**src/rtl/multicycle_control.sv**
```systemverilog
`default_nettype none
// +----------------------------------------------------------------------------+
// | Module   : multicycle_control                                              |
// | Purpose  : Moore control FSM for a multicycle RV32I-subset datapath        |
// |            (lw, sw, add, sub, and, or, addi, beq). Drives all datapath     |
// |            enables, mux selects and the ALU control code, counts retired   |
// |            instructions and halts (or skips) on unsupported encodings.     |
// | Ports    : clk, reset (async, active-low)                                  |
// |            inst [31:0] IR contents, zero ALU zero flag                     |
// |            PCWrite, IorD, memRead, memWrite, IRWrite, MemtoReg, regWrite,  |
// |            ALUSrcA, ALUSrcB[1:0], PCSource, alu_ctrl[3:0]                  |
// |            state[3:0] debug state, halted, instret[31:0]                   |
// | Revision : 1.0  initial release                                            |
// +----------------------------------------------------------------------------+
module multicycle_control #(
    parameter bit HALT_ON_ILLEGAL = 1'b1
) (
    input  logic        clk,
    input  logic        reset,
    input  logic [31:0] inst,
    input  logic        zero,
    output logic        PCWrite,
    output logic        IorD,
    output logic        memRead,
    output logic        memWrite,
    output logic        IRWrite,
    output logic        MemtoReg,
    output logic        regWrite,
    output logic        ALUSrcA,
    output logic [1:0]  ALUSrcB,
    output logic        PCSource,
    output logic [3:0]  alu_ctrl,
    output logic [3:0]  state,
    output logic        halted,
    output logic [31:0] instret
);

    typedef enum logic [3:0] {
        S_FETCH    = 4'd0,
        S_DECODE   = 4'd1,
        S_MEM_ADDR = 4'd2,
        S_MEM_RD   = 4'd3,
        S_MEM_WB   = 4'd4,
        S_MEM_WR   = 4'd5,
        S_R_EXEC   = 4'd6,
        S_R_WB     = 4'd7,
        S_I_EXEC   = 4'd8,
        S_I_WB     = 4'd9,
        S_BRANCH   = 4'd10,
        S_HALT     = 4'd11
    } state_t;

    localparam logic [6:0] c_op_load   = 7'b0000011;
    localparam logic [6:0] c_op_store  = 7'b0100011;
    localparam logic [6:0] c_op_reg    = 7'b0110011;
    localparam logic [6:0] c_op_imm    = 7'b0010011;
    localparam logic [6:0] c_op_branch = 7'b1100011;

    localparam logic [3:0] c_alu_and = 4'b0000;
    localparam logic [3:0] c_alu_or  = 4'b0001;
    localparam logic [3:0] c_alu_add = 4'b0010;
    localparam logic [3:0] c_alu_sub = 4'b0110;

    state_t      r_state;
    logic [31:0] r_instret;

    logic [6:0]  w_opcode;
    logic [2:0]  w_funct3;
    logic [6:0]  w_funct7;
    logic        w_r_legal;
    logic [3:0]  w_r_alu;
    logic        w_retire;
    state_t      w_decode_next;
    logic        w_pc_write;
    logic        w_mem_read;
    logic        w_mem_write;
    logic        w_ir_write;
    logic        w_reg_write;

    assign w_opcode = inst[6:0];
    assign w_funct3 = inst[14:12];
    assign w_funct7 = inst[31:25];

    // Register and immediate fields belong to the datapath, not the controller.
    logic w_unused_inst_bits;
    assign w_unused_inst_bits = &{1'b0, inst[24:15], inst[11:7]};

    // R-type legality and ALU code share one decode so they cannot disagree.
    always_comb begin
        w_r_legal = 1'b1;
        w_r_alu   = c_alu_add;
        case ({w_funct7, w_funct3})
            {7'b0000000, 3'b000}: w_r_alu = c_alu_add;
            {7'b0100000, 3'b000}: w_r_alu = c_alu_sub;
            {7'b0000000, 3'b111}: w_r_alu = c_alu_and;
            {7'b0000000, 3'b110}: w_r_alu = c_alu_or;
            default: begin
                w_r_legal = 1'b0;
                w_r_alu   = c_alu_add;
            end
        endcase
    end

    always_comb begin
        if (HALT_ON_ILLEGAL) begin
            w_decode_next = S_HALT;
        end else begin
            w_decode_next = S_FETCH;
        end
        case (w_opcode)
            c_op_load, c_op_store: w_decode_next = S_MEM_ADDR;
            c_op_reg:    if (w_r_legal)         w_decode_next = S_R_EXEC;
            c_op_imm:    if (w_funct3 == 3'b000) w_decode_next = S_I_EXEC;
            c_op_branch: if (w_funct3 == 3'b000) w_decode_next = S_BRANCH;
            default: ;
        endcase
    end

    // Every final state of a legal instruction retires it on its exit edge.
    assign w_retire = (r_state == S_MEM_WB) || (r_state == S_MEM_WR) ||
                      (r_state == S_R_WB)   || (r_state == S_I_WB)   ||
                      (r_state == S_BRANCH);

    always_ff @(posedge clk or negedge reset) begin
        if (!reset) begin
            r_state   <= S_FETCH;
            r_instret <= '0;
        end else begin
            r_instret <= r_instret + {31'd0, w_retire};
            case (r_state)
                S_FETCH:    r_state <= S_DECODE;
                S_DECODE:   r_state <= w_decode_next;
                S_MEM_ADDR: begin
                    if (w_opcode == c_op_store) begin
                        r_state <= S_MEM_WR;
                    end else begin
                        r_state <= S_MEM_RD;
                    end
                end
                S_MEM_RD:   r_state <= S_MEM_WB;
                S_R_EXEC:   r_state <= S_R_WB;
                S_I_EXEC:   r_state <= S_I_WB;
                S_HALT:     r_state <= S_HALT;
                default:    r_state <= S_FETCH;
            endcase
        end
    end

    always_comb begin
        w_pc_write  = 1'b0;
        w_mem_read  = 1'b0;
        w_mem_write = 1'b0;
        w_ir_write  = 1'b0;
        w_reg_write = 1'b0;
        IorD        = 1'b0;
        MemtoReg    = 1'b0;
        ALUSrcA     = 1'b0;
        ALUSrcB     = 2'b00;
        PCSource    = 1'b0;
        alu_ctrl    = 4'b0000;
        case (r_state)
            S_FETCH: begin
                w_mem_read = 1'b1;
                w_ir_write = 1'b1;
                ALUSrcB    = 2'b01;
                alu_ctrl   = c_alu_add;
            end
            // PC takes PC+4 from ALUOut while ALUOut captures the branch target.
            S_DECODE: begin
                ALUSrcB    = 2'b10;
                alu_ctrl   = c_alu_add;
                PCSource   = 1'b1;
                w_pc_write = 1'b1;
            end
            S_MEM_ADDR, S_I_EXEC: begin
                ALUSrcA  = 1'b1;
                ALUSrcB  = 2'b10;
                alu_ctrl = c_alu_add;
            end
            S_MEM_RD: begin
                IorD       = 1'b1;
                w_mem_read = 1'b1;
            end
            S_MEM_WB: begin
                MemtoReg    = 1'b1;
                w_reg_write = 1'b1;
            end
            S_MEM_WR: begin
                IorD        = 1'b1;
                w_mem_write = 1'b1;
            end
            S_R_EXEC: begin
                ALUSrcA  = 1'b1;
                alu_ctrl = w_r_alu;
            end
            S_R_WB, S_I_WB: begin
                w_reg_write = 1'b1;
            end
            S_BRANCH: begin
                ALUSrcA    = 1'b1;
                alu_ctrl   = c_alu_sub;
                PCSource   = 1'b1;
                w_pc_write = zero;
            end
            default: ;
        endcase
    end

    // State resets to FETCH, whose enables would otherwise be live during reset.
    assign PCWrite  = w_pc_write  & reset;
    assign memRead  = w_mem_read  & reset;
    assign memWrite = w_mem_write & reset;
    assign IRWrite  = w_ir_write  & reset;
    assign regWrite = w_reg_write & reset;

    assign state   = r_state;
    assign halted  = (r_state == S_HALT);
    assign instret = r_instret;

endmodule
`default_nettype wire

```
**config.mk**
```make
export PLATFORM = sky130hd
export DESIGN_NAME = multicycle_control
export DESIGN_NICKNAME = d
export VERILOG_FILES = /design/src/rtl/multicycle_control.sv
export SDC_FILE = /design/constraint.sdc
export NUM_CORES = 1
export LEC_CHECK = 0
export ABC_AREA = 0
export CELL_PAD_IN_SITES_DETAIL_PLACEMENT = 0
export CELL_PAD_IN_SITES_GLOBAL_PLACEMENT = 1
export CORE_UTILIZATION = 33
export DETAILED_ROUTE_END_ITERATION = 8
export GPL_ROUTABILITY_DRIVEN = 0
export PLACE_DENSITY = 0.91
export SYNTH_ARGS = -nofsm -noshare
export SYNTH_HDL_FRONTEND = slang
export SYNTH_SLANG_ARGS = --single-unit
export TNS_END_PERCENT = 20
```
**constraint.sdc**
```tcl
create_clock -name clk -period 5.85 [get_ports clk]
set_input_delay 0.585 -clock clk [delete_from_list [all_inputs] [get_ports clk]]
set_output_delay 0.585 -clock clk [all_outputs]
set_load 0.05 [all_outputs]
```
==> results.toml <==
[status]
status = "finished, final reports clean"

[synthesis]
async_flop_share_pct = 100
yosys.area.top_type = "dfrtp_1"
netlist_top_cells_area = "dfrtp_1 (45%), xnor2_1 (12%), nand3_1 (3.7%), nor2_1 (3.6%), nand4_1 (3.4%)"
synth.top_cell.area_share_pct = 45.0
synthCells = 207
synth_cell_types = 39
mappedNetlistArea_mm2 = 0.00200
ys_seq_elements = 36
synth_edf_count = 0
synth-main-ff-cell = "dfrtp_1"
avgSynthCellArea_um2 = 9.68
synth_warnings = 0
synth-seq-area-share_pct = 45.0
syn_nets = 244

[final_layout]
final_common_cell = "clkdlybuf4s50_1"
fin_nets = 314
final_cell_mix = "clkdlybuf4s50_1 (69), dfrtp_1 (36), xnor2_1 (27)"
drive_gt1_share_pct = 5.40
fillers = 560
seq_area_um2 = 901
multi_input_area_mm2 = 0.00105
syn_to_final_growth_pct = 42.7
antenna-diode-count = 0

[grt]
grt_pass1_wl_um = 7890
grt_overflow = 0
grt_max_degree = 27
grt_util_all_layers_pct = 15.7
grt_pass1_vias = 1683
antenna_found_initial = 0

[power]
ir_drop_mv = 0.285
comb_power_share_pct = 53.6
p_int_mw = 0.605
power_switching_mw = 0.593
sequentialPowerShare_pct = 31.4
power_leakage_nw = 1.17
power.density_mw_per_mm2 = 419
swShare_pct = 49.5
pwr-share-clk_pct = 14.9
finalPower_mw = 1.20

[setup_path]
cpMostUsedCell = "clkdlybuf4s50_1"
path_class = "input pin to primary output"
cp-start-kind = "input pin"
cp.required_ns = 5.27
crit_buf_inv = 2
path_delay_family = "buffers and inverters"
path_max_fanout = 3
arrival_ns = 2.82
cp_slowest_cell = "clkdlybuf4s50_1"
end_kind = "primary output"
critPathMaxStageDelay_ns = 0.81
crit_chain = "clkdlybuf4s50_1 > nor4_1 > nand4_1 > a21oi_1 > a311o_1 > clkdlybuf4s50_1"

[timing]
maxSlewHeadroom_pct = 56.0
fin_crit_sh_pct = 58.3
tightest_slew_ns = 0.660
report.final.slew_viol_count = 0
finalClockSkew_ns = 0.00561
fin_tns_setup_ns = 0
finalSetupViolCount = 0
rsz0062_at_grt = "no"
fin_crit_ns = 3.41
timing.fmax_ghz = 0.293
finalHoldViolations = 0
layout_setup_ws_ns = 2.44

[clocking]
post_cts_buffers = 0
cts_hold_buf = 0
cts_tree = "yes"
cts.sinks = 36
cts_max_level = 2
clk_latency_ns = 0.28
cts_max_path_buffers = 2
path_clk_slew_ns = 0.07
cts_resized = 0
root_buffer = "clkbuf_8"
numCtsBuffers = 5

[die]
start_util_pct = 34.0
fp-row-count = 28
core_mm2 = 0.00589
dieWidth_um = 79.9
pin_count = 87
die-area_mm2 = 0.00639
die-height_um = 79.9

[hold_path]
min_path_type = "input pin to async pin"

[route]
drc = 0
postRouteWirelength_um = 4450
vias = 1798
dr.first_iter.drc_count = 48
detail-route-antenna-nets = 0
via_per_inst = 5.09
dr.pass1.iters = 4
avgRoutedWirePerCell_um = 12.6

[job]
drv_cap = 0

[placement]
dp_hpwl_um = 3280
pre_cts_slack_ns = 2.46
port-buffer-count = 70
-- worst register-to-register path, cell delays in order, from the launching register on --
cell and delay, ns:
dfrtp_1 0.71, nand2b_1 0.23, nor2_1 0.40, nor2_1 0.08
o221ai_1 0.21, ha_1 0.23, ha_1 0.19, nand3_1 0.24
nor4_4 0.58, nand4_1 0.18, xnor2_1 0.16
-- state kept, by name, indices dropped and copies added, names as in the netlist --
name and count:
instret 32, state 4
-- metal layers --
metal,vias up,track usage (%),part of all wire (%)
li1,885,-,-
met1,845,20.8,45
met2,62,25.1,48
met3,6,3.20,4.9
met4,0,6.07,1.6
met5,-,0,0
-- power by group through the flow --
stage,Combinational [mW],Sequential [mW],Clock (mW)
3_3_place_gp,0.640,0.382,0
4_1_cts,0.648,0.377,0.186
6_report,0.643,0.377,0.179
2_1_floorplan,0.385,0.433,0
5_1_grt,0.688,0.391,0.198
3_5_place_dp,0.645,0.383,0
-- area by class of cell --
type	instances	area share [%]
Timing Repair Buffer	71	24.6
Clock buffer	6	2.89
Sequential cell	36	31.5
Clock inverter	2	0.350
Inverter	4	0.525
Tap cell	75	3.28
Multi-Input combinational cell	159	36.8
-- synth_stat cells (all sizes together), types with 2 or more instances --
master,n
a21oi,8
nor3,7
o21ai,5
ha,2
xor2,5
nor2b,3
nor2,19
dfrtp,36
nand4,13
inv,4
nand2,16
o31ai,2
buf,2
nor3b,2
and4,2
clkbuf,6
nand2b,4
and3b,2
nor4,7
xnor2,27
nand3,15
o22ai,2
and3,5
-- per-stage QoR --
stage,hold WS [ns],cell area [um^2],std cells,util [%]
after floorplan,0.289,2000,207,-
after global routing,0.206,2860,353,48.6
after global placement,0.461,2770,345,47.0
after CTS,0.193,2860,353,48.6
after detailed placement,0.482,2770,345,47.0
final,0.185,2860,353,48.6
-- final timing paths --
path | slack [ns] | startpoint | cells past startpoint | end
min reg2reg | 0.50 | instret[28] | 1 | instret[28]
min in group clk | 0.50 | instret[28] | 1 | instret[28]
max | 2.44 | inst[25] | 6 | alu_ctrl[1]
max reg2reg | 2.54 | state[3] | 10 | instret[28]
max in group asynchronous | 5.03 | reset | 2 | instret[22]
min | 0.19 | reset | 1 | instret[11]
-- cells by family after synthesis --
| group | count (synthesis) | synth area share [%] |
|---|---|---|
| AO/OA/AOI/OAI | 25 | 8.12 |
| XOR/XNOR | 32 | 14.0 |
| adder cells (fa/ha/maj) | 2 | 1.25 |
| buffers and inverters | 12 | 2.44 |
| flip-flops | 36 | 45.0 |
| other | 1 | 0.187 |
| AND/OR/NAND/NOR | 99 | 29.0 |
(Power assumes the default switching activity.)
